## config.mk

```make
export PLATFORM = sky130hd
export DESIGN_NAME = mem_port_arbiter_flat
export DESIGN_NICKNAME = d
export VERILOG_FILES = /design/src/rtl/mem_port_arbiter_if.sv /design/src/rtl/mem_port_arbiter.sv /design/src/flat_wrapper.sv
export SDC_FILE = /design/constraint.sdc
export NUM_CORES = 1
export LEC_CHECK = 0
export CORE_ASPECT_RATIO = 0.5
export CORE_MARGIN = 10
export CORE_UTILIZATION = 45
export CTS_CLUSTER_DIAMETER = 60
export DETAILED_ROUTE_END_ITERATION = 8
export DONT_BUFFER_PORTS = 1
export GPL_TIMING_DRIVEN = 0
export PLACE_DENSITY_LB_ADDON = 0.15
export SYNTH_ARGS = -nofsm -noshare
export SYNTH_HDL_FRONTEND = slang
export SYNTH_SLANG_ARGS = --single-unit
export TNS_END_PERCENT = 100
```

## constraint.sdc

```tcl
create_clock -name clk -period 2.3 [get_ports clk]
set_input_delay 0.23 -clock clk [delete_from_list [all_inputs] [get_ports clk]]
set_output_delay 0.23 -clock clk [all_outputs]
set_load 0.01 [all_outputs]
```

## src/rtl/mem_port_arbiter_if.sv

```systemverilog
// Bus bundle for the shared memory port arbiter.
// Carries both requester channels (fetch and data) and the memory-side
// valid/ready handshake. The arbiter uses the slave view; the CPU and
// memory model side uses the master view.
interface mem_port_arbiter_if #(
    parameter int AW = 32,
    parameter int DW = 32
);
    logic          if_req;
    logic [AW-1:0] if_addr;
    logic [DW-1:0] if_rdata;
    logic          if_done;

    logic          d_req;
    logic          d_we;
    logic [AW-1:0] d_addr;
    logic [DW-1:0] d_wdata;
    logic [DW-1:0] d_rdata;
    logic          d_done;

    logic          mem_valid;
    logic          mem_we;
    logic [AW-1:0] mem_addr;
    logic [DW-1:0] mem_wdata;
    logic [DW-1:0] mem_rdata;
    logic          mem_ready;

    logic [1:0]    grant;
    logic          err;

    modport slave (
        input  if_req, if_addr, d_req, d_we, d_addr, d_wdata, mem_rdata, mem_ready,
        output if_rdata, if_done, d_rdata, d_done,
               mem_valid, mem_we, mem_addr, mem_wdata, grant, err
    );

    modport master (
        output if_req, if_addr, d_req, d_we, d_addr, d_wdata, mem_rdata, mem_ready,
        input  if_rdata, if_done, d_rdata, d_done,
               mem_valid, mem_we, mem_addr, mem_wdata, grant, err
    );
endinterface

```

## src/rtl/mem_port_arbiter.sv

```systemverilog
// Shared memory port arbiter between the instruction-fetch and data
// requesters. One transaction at a time: IDLE picks a winner (round-robin
// on contention), BUSY holds the access on the memory bus until mem_ready
// or a timeout, RESP pulses done to the winner for one cycle.
// Every output comes straight from a flop.
module mem_port_arbiter #(
    parameter int AW       = 32,
    parameter int DW       = 32,
    parameter int MAX_WAIT = 15
) (
    input logic            clk,
    input logic            reset,
    mem_port_arbiter_if.slave bus
);

    typedef enum logic [1:0] {
        IDLE = 2'd0,
        BUSY = 2'd1,
        RESP = 2'd2
    } state_t;

    localparam logic [1:0] GRANT_NONE = 2'b00;
    localparam logic [1:0] GRANT_IF   = 2'b01;
    localparam logic [1:0] GRANT_D    = 2'b10;
    localparam logic [7:0] WAIT_LAST  = 8'(MAX_WAIT - 1);

    state_t        state_q, state_d;
    logic          last_data_q, last_data_d;
    logic [1:0]    grant_q, grant_d;
    logic          err_q, err_d;
    logic          mem_valid_q, mem_valid_d;
    logic          mem_we_q, mem_we_d;
    logic [AW-1:0] mem_addr_q, mem_addr_d;
    logic [DW-1:0] mem_wdata_q, mem_wdata_d;
    logic [7:0]    wait_cnt_q, wait_cnt_d;
    logic [DW-1:0] if_rdata_q, if_rdata_d;
    logic [DW-1:0] d_rdata_q, d_rdata_d;
    logic          if_done_q, if_done_d;
    logic          d_done_q, d_done_d;
    logic          pick_data;
    logic          finish;
    logic [DW-1:0] resp_data;

    // Next-state and registered-output computation for the arbiter FSM.
    always_comb begin
        state_d     = state_q;
        last_data_d = last_data_q;
        grant_d     = grant_q;
        err_d       = err_q;
        mem_valid_d = mem_valid_q;
        mem_we_d    = mem_we_q;
        mem_addr_d  = mem_addr_q;
        mem_wdata_d = mem_wdata_q;
        wait_cnt_d  = wait_cnt_q;
        if_rdata_d  = if_rdata_q;
        d_rdata_d   = d_rdata_q;
        if_done_d   = 1'b0;
        d_done_d    = 1'b0;
        pick_data   = 1'b0;
        finish      = 1'b0;
        resp_data   = '0;

        case (state_q)
            IDLE: begin
                // Data wins when it is alone, or on contention when fetch went last.
                pick_data = bus.d_req && (!bus.if_req || !last_data_q);
                if (bus.if_req || bus.d_req) begin
                    if (pick_data) begin
                        grant_d     = GRANT_D;
                        mem_we_d    = bus.d_we;
                        mem_addr_d  = bus.d_addr;
                        mem_wdata_d = bus.d_wdata;
                        last_data_d = 1'b1;
                    end else begin
                        grant_d     = GRANT_IF;
                        mem_we_d    = 1'b0;
                        mem_addr_d  = bus.if_addr;
                        mem_wdata_d = '0;
                        last_data_d = 1'b0;
                    end
                    err_d       = 1'b0;
                    mem_valid_d = 1'b1;
                    wait_cnt_d  = '0;
                    state_d     = BUSY;
                end
            end
            BUSY: begin
                // mem_ready takes priority over a timeout landing in the same cycle.
                finish    = bus.mem_ready || (wait_cnt_q == WAIT_LAST);
                resp_data = bus.mem_ready ? bus.mem_rdata : '0;
                if (finish) begin
                    err_d       = !bus.mem_ready;
                    mem_valid_d = 1'b0;
                    state_d     = RESP;
                    if (grant_q == GRANT_D) begin
                        d_done_d = 1'b1;
                        if (!mem_we_q) begin
                            d_rdata_d = resp_data;
                        end
                    end else begin
                        if_done_d  = 1'b1;
                        if_rdata_d = resp_data;
                    end
                end else begin
                    wait_cnt_d = wait_cnt_q + 8'd1;
                end
            end
            RESP: begin
                grant_d = GRANT_NONE;
                err_d   = 1'b0;
                state_d = IDLE;
            end
            default: begin
                state_d = IDLE;
            end
        endcase
    end

    // State and output registers with synchronous reset.
    always_ff @(posedge clk) begin
        if (reset) begin
            state_q     <= IDLE;
            last_data_q <= 1'b0;
            grant_q     <= GRANT_NONE;
            err_q       <= 1'b0;
            mem_valid_q <= 1'b0;
            mem_we_q    <= 1'b0;
            mem_addr_q  <= '0;
            mem_wdata_q <= '0;
            wait_cnt_q  <= '0;
            if_rdata_q  <= '0;
            d_rdata_q   <= '0;
            if_done_q   <= 1'b0;
            d_done_q    <= 1'b0;
        end else begin
            state_q     <= state_d;
            last_data_q <= last_data_d;
            grant_q     <= grant_d;
            err_q       <= err_d;
            mem_valid_q <= mem_valid_d;
            mem_we_q    <= mem_we_d;
            mem_addr_q  <= mem_addr_d;
            mem_wdata_q <= mem_wdata_d;
            wait_cnt_q  <= wait_cnt_d;
            if_rdata_q  <= if_rdata_d;
            d_rdata_q   <= d_rdata_d;
            if_done_q   <= if_done_d;
            d_done_q    <= d_done_d;
        end
    end

    assign bus.if_rdata  = if_rdata_q;
    assign bus.if_done   = if_done_q;
    assign bus.d_rdata   = d_rdata_q;
    assign bus.d_done    = d_done_q;
    assign bus.mem_valid = mem_valid_q;
    assign bus.mem_we    = mem_we_q;
    assign bus.mem_addr  = mem_addr_q;
    assign bus.mem_wdata = mem_wdata_q;
    assign bus.grant     = grant_q;
    assign bus.err       = err_q;

endmodule
```

## src/flat_wrapper.sv

```systemverilog
// flat-port wrapper written by rule: the top's interface ports become plain ports
module mem_port_arbiter_flat 
#(
    parameter int AW       = 32,
    parameter int DW       = 32,
    parameter int MAX_WAIT = 15
)
  (clk, reset, bus_if_req, bus_if_addr, bus_d_req, bus_d_we, bus_d_addr, bus_d_wdata, bus_mem_rdata, bus_mem_ready, bus_if_rdata, bus_if_done, bus_d_rdata, bus_d_done, bus_mem_valid, bus_mem_we, bus_mem_addr, bus_mem_wdata, bus_grant, bus_err);
  mem_port_arbiter_if #(.AW(AW), .DW(DW)) bus_i ();
  input logic clk;
  input logic reset;
  input wire logic [$bits(bus_i.if_req)-1:0] bus_if_req;
  input wire logic [$bits(bus_i.if_addr)-1:0] bus_if_addr;
  input wire logic [$bits(bus_i.d_req)-1:0] bus_d_req;
  input wire logic [$bits(bus_i.d_we)-1:0] bus_d_we;
  input wire logic [$bits(bus_i.d_addr)-1:0] bus_d_addr;
  input wire logic [$bits(bus_i.d_wdata)-1:0] bus_d_wdata;
  input wire logic [$bits(bus_i.mem_rdata)-1:0] bus_mem_rdata;
  input wire logic [$bits(bus_i.mem_ready)-1:0] bus_mem_ready;
  output wire logic [$bits(bus_i.if_rdata)-1:0] bus_if_rdata;
  output wire logic [$bits(bus_i.if_done)-1:0] bus_if_done;
  output wire logic [$bits(bus_i.d_rdata)-1:0] bus_d_rdata;
  output wire logic [$bits(bus_i.d_done)-1:0] bus_d_done;
  output wire logic [$bits(bus_i.mem_valid)-1:0] bus_mem_valid;
  output wire logic [$bits(bus_i.mem_we)-1:0] bus_mem_we;
  output wire logic [$bits(bus_i.mem_addr)-1:0] bus_mem_addr;
  output wire logic [$bits(bus_i.mem_wdata)-1:0] bus_mem_wdata;
  output wire logic [$bits(bus_i.grant)-1:0] bus_grant;
  output wire logic [$bits(bus_i.err)-1:0] bus_err;
  assign bus_i.if_req = bus_if_req;
  assign bus_i.if_addr = bus_if_addr;
  assign bus_i.d_req = bus_d_req;
  assign bus_i.d_we = bus_d_we;
  assign bus_i.d_addr = bus_d_addr;
  assign bus_i.d_wdata = bus_d_wdata;
  assign bus_i.mem_rdata = bus_mem_rdata;
  assign bus_i.mem_ready = bus_mem_ready;
  assign bus_if_rdata = bus_i.if_rdata;
  assign bus_if_done = bus_i.if_done;
  assign bus_d_rdata = bus_i.d_rdata;
  assign bus_d_done = bus_i.d_done;
  assign bus_mem_valid = bus_i.mem_valid;
  assign bus_mem_we = bus_i.mem_we;
  assign bus_mem_addr = bus_i.mem_addr;
  assign bus_mem_wdata = bus_i.mem_wdata;
  assign bus_grant = bus_i.grant;
  assign bus_err = bus_i.err;
  mem_port_arbiter #(.AW(AW), .DW(DW), .MAX_WAIT(MAX_WAIT)) u_core (.clk(clk), .reset(reset), .bus(bus_i));
endmodule
```

==> results.sh <==
export IMPL_sequentialPowerShare_pct=44.4
export IMPL_grt_pass1_vias=4951
export IMPL_syn_avg_cell_area_sq_um=9.49
export IMPL_slew_headroom_pct=61.3
export IMPL_routed_top_layer="met4"
export IMPL_min_period_ns=1.83
export IMPL_drc=0
export IMPL_cts_path_max_buffers=2
export IMPL_port_buffers=0
export IMPL_report_final_slew_viol_count=0
export IMPL_crit_start="u_core.state_q[1]"
export IMPL_whs_ns=0.0538
export IMPL_timing_rr_start="u_core.state_q[1]"
export IMPL_max_stage_delay_ns=0.47
export IMPL_postCtsSetupBuffers=0
export IMPL_synth_common_cells="dfxtp_1 (146), a21oi_1 (68), nand3_1 (64)"
export IMPL_maxCapViolations=0
export IMPL_worst_path_stages=5
export IMPL_combinationalPowerShare_pct=10.2
export IMPL_yosys_area_top_type="dfxtp_1"
export IMPL_powerDensity_nw_per_um2=908
export IMPL_syn_nets=729
export IMPL_rsz0062_at_grt="no"
export IMPL_gp_congestion=0.836
export IMPL_cts_htree_levels=4
export IMPL_peakVddDrop_mv=0.441
export IMPL_fin_util_pct=59.3
export IMPL_reg2reg_slack_ns=0.47
export IMPL_path_class="register to register"
export IMPL_max_freq_mhz=548
export IMPL_clk_pin_slew_worst_paths_ns=0.06
export IMPL_synth_edf_count=0
export IMPL_cts_buffers=17
export IMPL_syn_inst=593
export IMPL_cts_root_buf="clkbuf_16"
export IMPL_dp_cells=758
export IMPL_core_area_sq_um=12000
export IMPL_path_buf_inv=1
export IMPL_dr_wl_met2_microns=9680
export IMPL_clkSinkCount=146
export IMPL_crit_slowest_cell="clkbuf_1"
export IMPL_synth_seq_area_share_pct=51.9
export IMPL_overflow=0
export IMPL_placed_cell_area_sq_um=5840
export IMPL_drive_above_1_share_pct=10.0
export IMPL_io_pins=269
export IMPL_crit_end="u_core.bus.if_rdata[17]"
export IMPL_hold_violations=0
export IMPL_setup_viol=0
export IMPL_r2r_end="u_core.bus.if_rdata[17]"
export IMPL_startpoint_type="register"
export IMPL_gr_usage_all_layers_pct=20.7
export IMPL_dr_pass1_iters=4
export IMPL_routed_wl_microns=19200
export IMPL_cp_arrival_ns=2.16
export IMPL_synth_seq_cells=146
export IMPL_fin_area_sq_um=7120
export IMPL_endpoint_kind="register"
export IMPL_synth_top_flop_cell="dfxtp_1"
export IMPL_p_switching_mw=1.66
export IMPL_cts_tree="yes"
export IMPL_die_area_sq_um=17700
export IMPL_worst_r2r_cell_count=5
export IMPL_die_h_microns=99.1
export IMPL_ys_warn_count=0
export IMPL_fin_cells=856
export IMPL_synth_area_sq_um=5630
export IMPL_ys_types=48
export IMPL_layout_nets=814
export IMPL_fin_ws_ns=0.474
export IMPL_finalPower_mw=6.47
export IMPL_start_util_pct=46.8
export IMPL_drt_iter0_markers=214
export IMPL_clkLatencyLatePin_ns=0.41
export IMPL_antenna_left=0
export IMPL_required_ns=2.64
export IMPL_synthToLayoutAreaGrowth_pct=26.5
export IMPL_fin_crit_sh_pct=79.4
export IMPL_wl_met1_microns=7640
export IMPL_async_reset_ff_share_pct=0
export IMPL_wl_met3_microns=1600
export IMPL_hold_path_class="input port to register"
export IMPL_critPathTopFamily="simple AND/OR/NAND/NOR gates"
export IMPL_swShare_pct=25.7
export IMPL_viasPerCell=5.73
export IMPL_synth_most_common_cell="dfxtp_1"
export IMPL_hpwl_microns=14000
export IMPL_post_drt_wl_per_cell_microns=22.4
export IMPL_pwr_share_clk_pct=45.4
export IMPL_synth_top_area_share_pct=51.9
export IMPL_cts_resized=0
export IMPL_antenna_found_initial=1
export IMPL_critPathMaxFanout=10
export IMPL_grt_start_max_net_pins=17
export IMPL_crit_chain="nand2b_4 -> nor2_1 -> clkbuf_1 -> nand3_1 -> a21oi_1"
export IMPL_place_ws_ns=0.467
export IMPL_internal_power_mw=4.80
export IMPL_finalClockSkew_ns=0.00787
export IMPL_power_leakage_nw=2.64
export IMPL_rows=28
export IMPL_finalSetupTns_ns=0
export IMPL_grt_pass1_wl_microns=28900
export IMPL_status="complete, no violations"
export IMPL_dieWidth_microns=178
export IMPL_num_vias=4906
export IMPL_synth_area_leaders="dfxtp_1 (52%), a21oi_1 (6.0%), nand3_1 (5.7%)"
export IMPL_worstMarginPinSlew_ns=0.580
[state kept, by name, summed over array words and instances (netlist names)]
register              cells
u_core.bus.d_done         1
u_core.bus.mem_addr      32
u_core.state_q            2
u_core.bus.grant          2
u_core.bus.d_rdata       32
u_core.bus.mem_we         1
u_core.last_data_q        1
u_core.bus.err            1
u_core.bus.if_rdata      32
u_core.bus.if_done        1
u_core.wait_cnt_q         8
u_core.bus.mem_valid      1
u_core.bus.mem_wdata     32
[final cells by class]
cell class,count,area (sq um)
sequential,146,2920
timing repair buffer,66,661
clock buffer,19,443
buffer,55,283
clock inverter,12,181
fill,1041,4890
inverter,2,7.51
antenna,1,2.50
multi-input combinational,390,2420
tap,165,206
[worst register-to-register path, cell delays in order (launching register included)]
cell	delay, ns
dfxtp_1	0.37
nand2b_4	0.18
nor2_1	0.41
clkbuf_1	0.47
nand3_1	0.15
a21oi_1	0.17
[power groups by stage]
stage | clock network, mW | registers [mW] | logic [mW]
floorplan | 0 | 2.87 | 0.420
global placement | 0 | 2.93 | 0.537
detailed placement | 0 | 2.93 | 0.548
CTS | 2.98 | 2.88 | 0.653
global route | 3.09 | 2.89 | 0.725
finish | 2.94 | 2.87 | 0.656
[kinds of logic (layout without fill, tap and decap cells)]
logic type / count (synthesis) / count (layout) / share of synthesized area [%]
flip-flops: 146 / 146 / 51.9
multiplexers: 31 / 31 / 5.51
AND/OR/NAND/NOR: 142 / 142 / 13.1
other: 0 / 1 / 0
AO/OA/AOI/OAI: 209 / 209 / 22.9
adder cells (fa/ha/maj): 2 / 2 / 0.444
XOR/XNOR: 6 / 6 / 0.934
buffers and inverters: 57 / 154 / 5.16
[timing repair]
| item | 4_1_cts | 5_1_grt |
|---|---|---|
| hold buffers | 66 | 0 |
| endpoints found under the setup margin | 0 | 0 |
| endpoints found under the hold margin | 98 | 0 |
[placed cells by master (no fill, tap or decap), types with 4 or more instances in the layout]
cell	n
bufinv_16	4
nand2_1	8
clkbuf_16	17
dlygate4sd3_1	66
dfxtp_1	146
nand3_1	64
clkinvlp_4	4
clkbuf_1	28
a22o_1	33
a211oi_1	32
a21oi_1	68
mux2i_1	31
buf_4	7
buf_6	4
buf_2	16
nor2_1	42
o21ai_0	37
nand4_1	4
o21ai_1	28
[worst min path at each step]
stage	start	to	slack (ns)	depth (start not counted)
after floorplan	bus_d_wdata[22]	u_core.bus.mem_wdata[22]	0.36	1
after global placement	bus_d_wdata[11]	u_core.bus.mem_wdata[11]	0.36	1
after detailed placement	bus_d_wdata[17]	u_core.bus.mem_wdata[17]	0.36	1
after CTS	bus_d_addr[31]	u_core.bus.mem_addr[31]	0.04	2
after global routing	bus_if_addr[9]	u_core.bus.mem_addr[9]	0.06	2
final	bus_if_addr[9]	u_core.bus.mem_addr[9]	0.05	2
[layer usage]
metal,global-route usage (%),up-vias
met5,0,-
met4,6.95,0
met3,6.78,17
met2,36.1,200
met1,23.4,2349
li1,-,2340
Power figures use the tool's default switching activity.
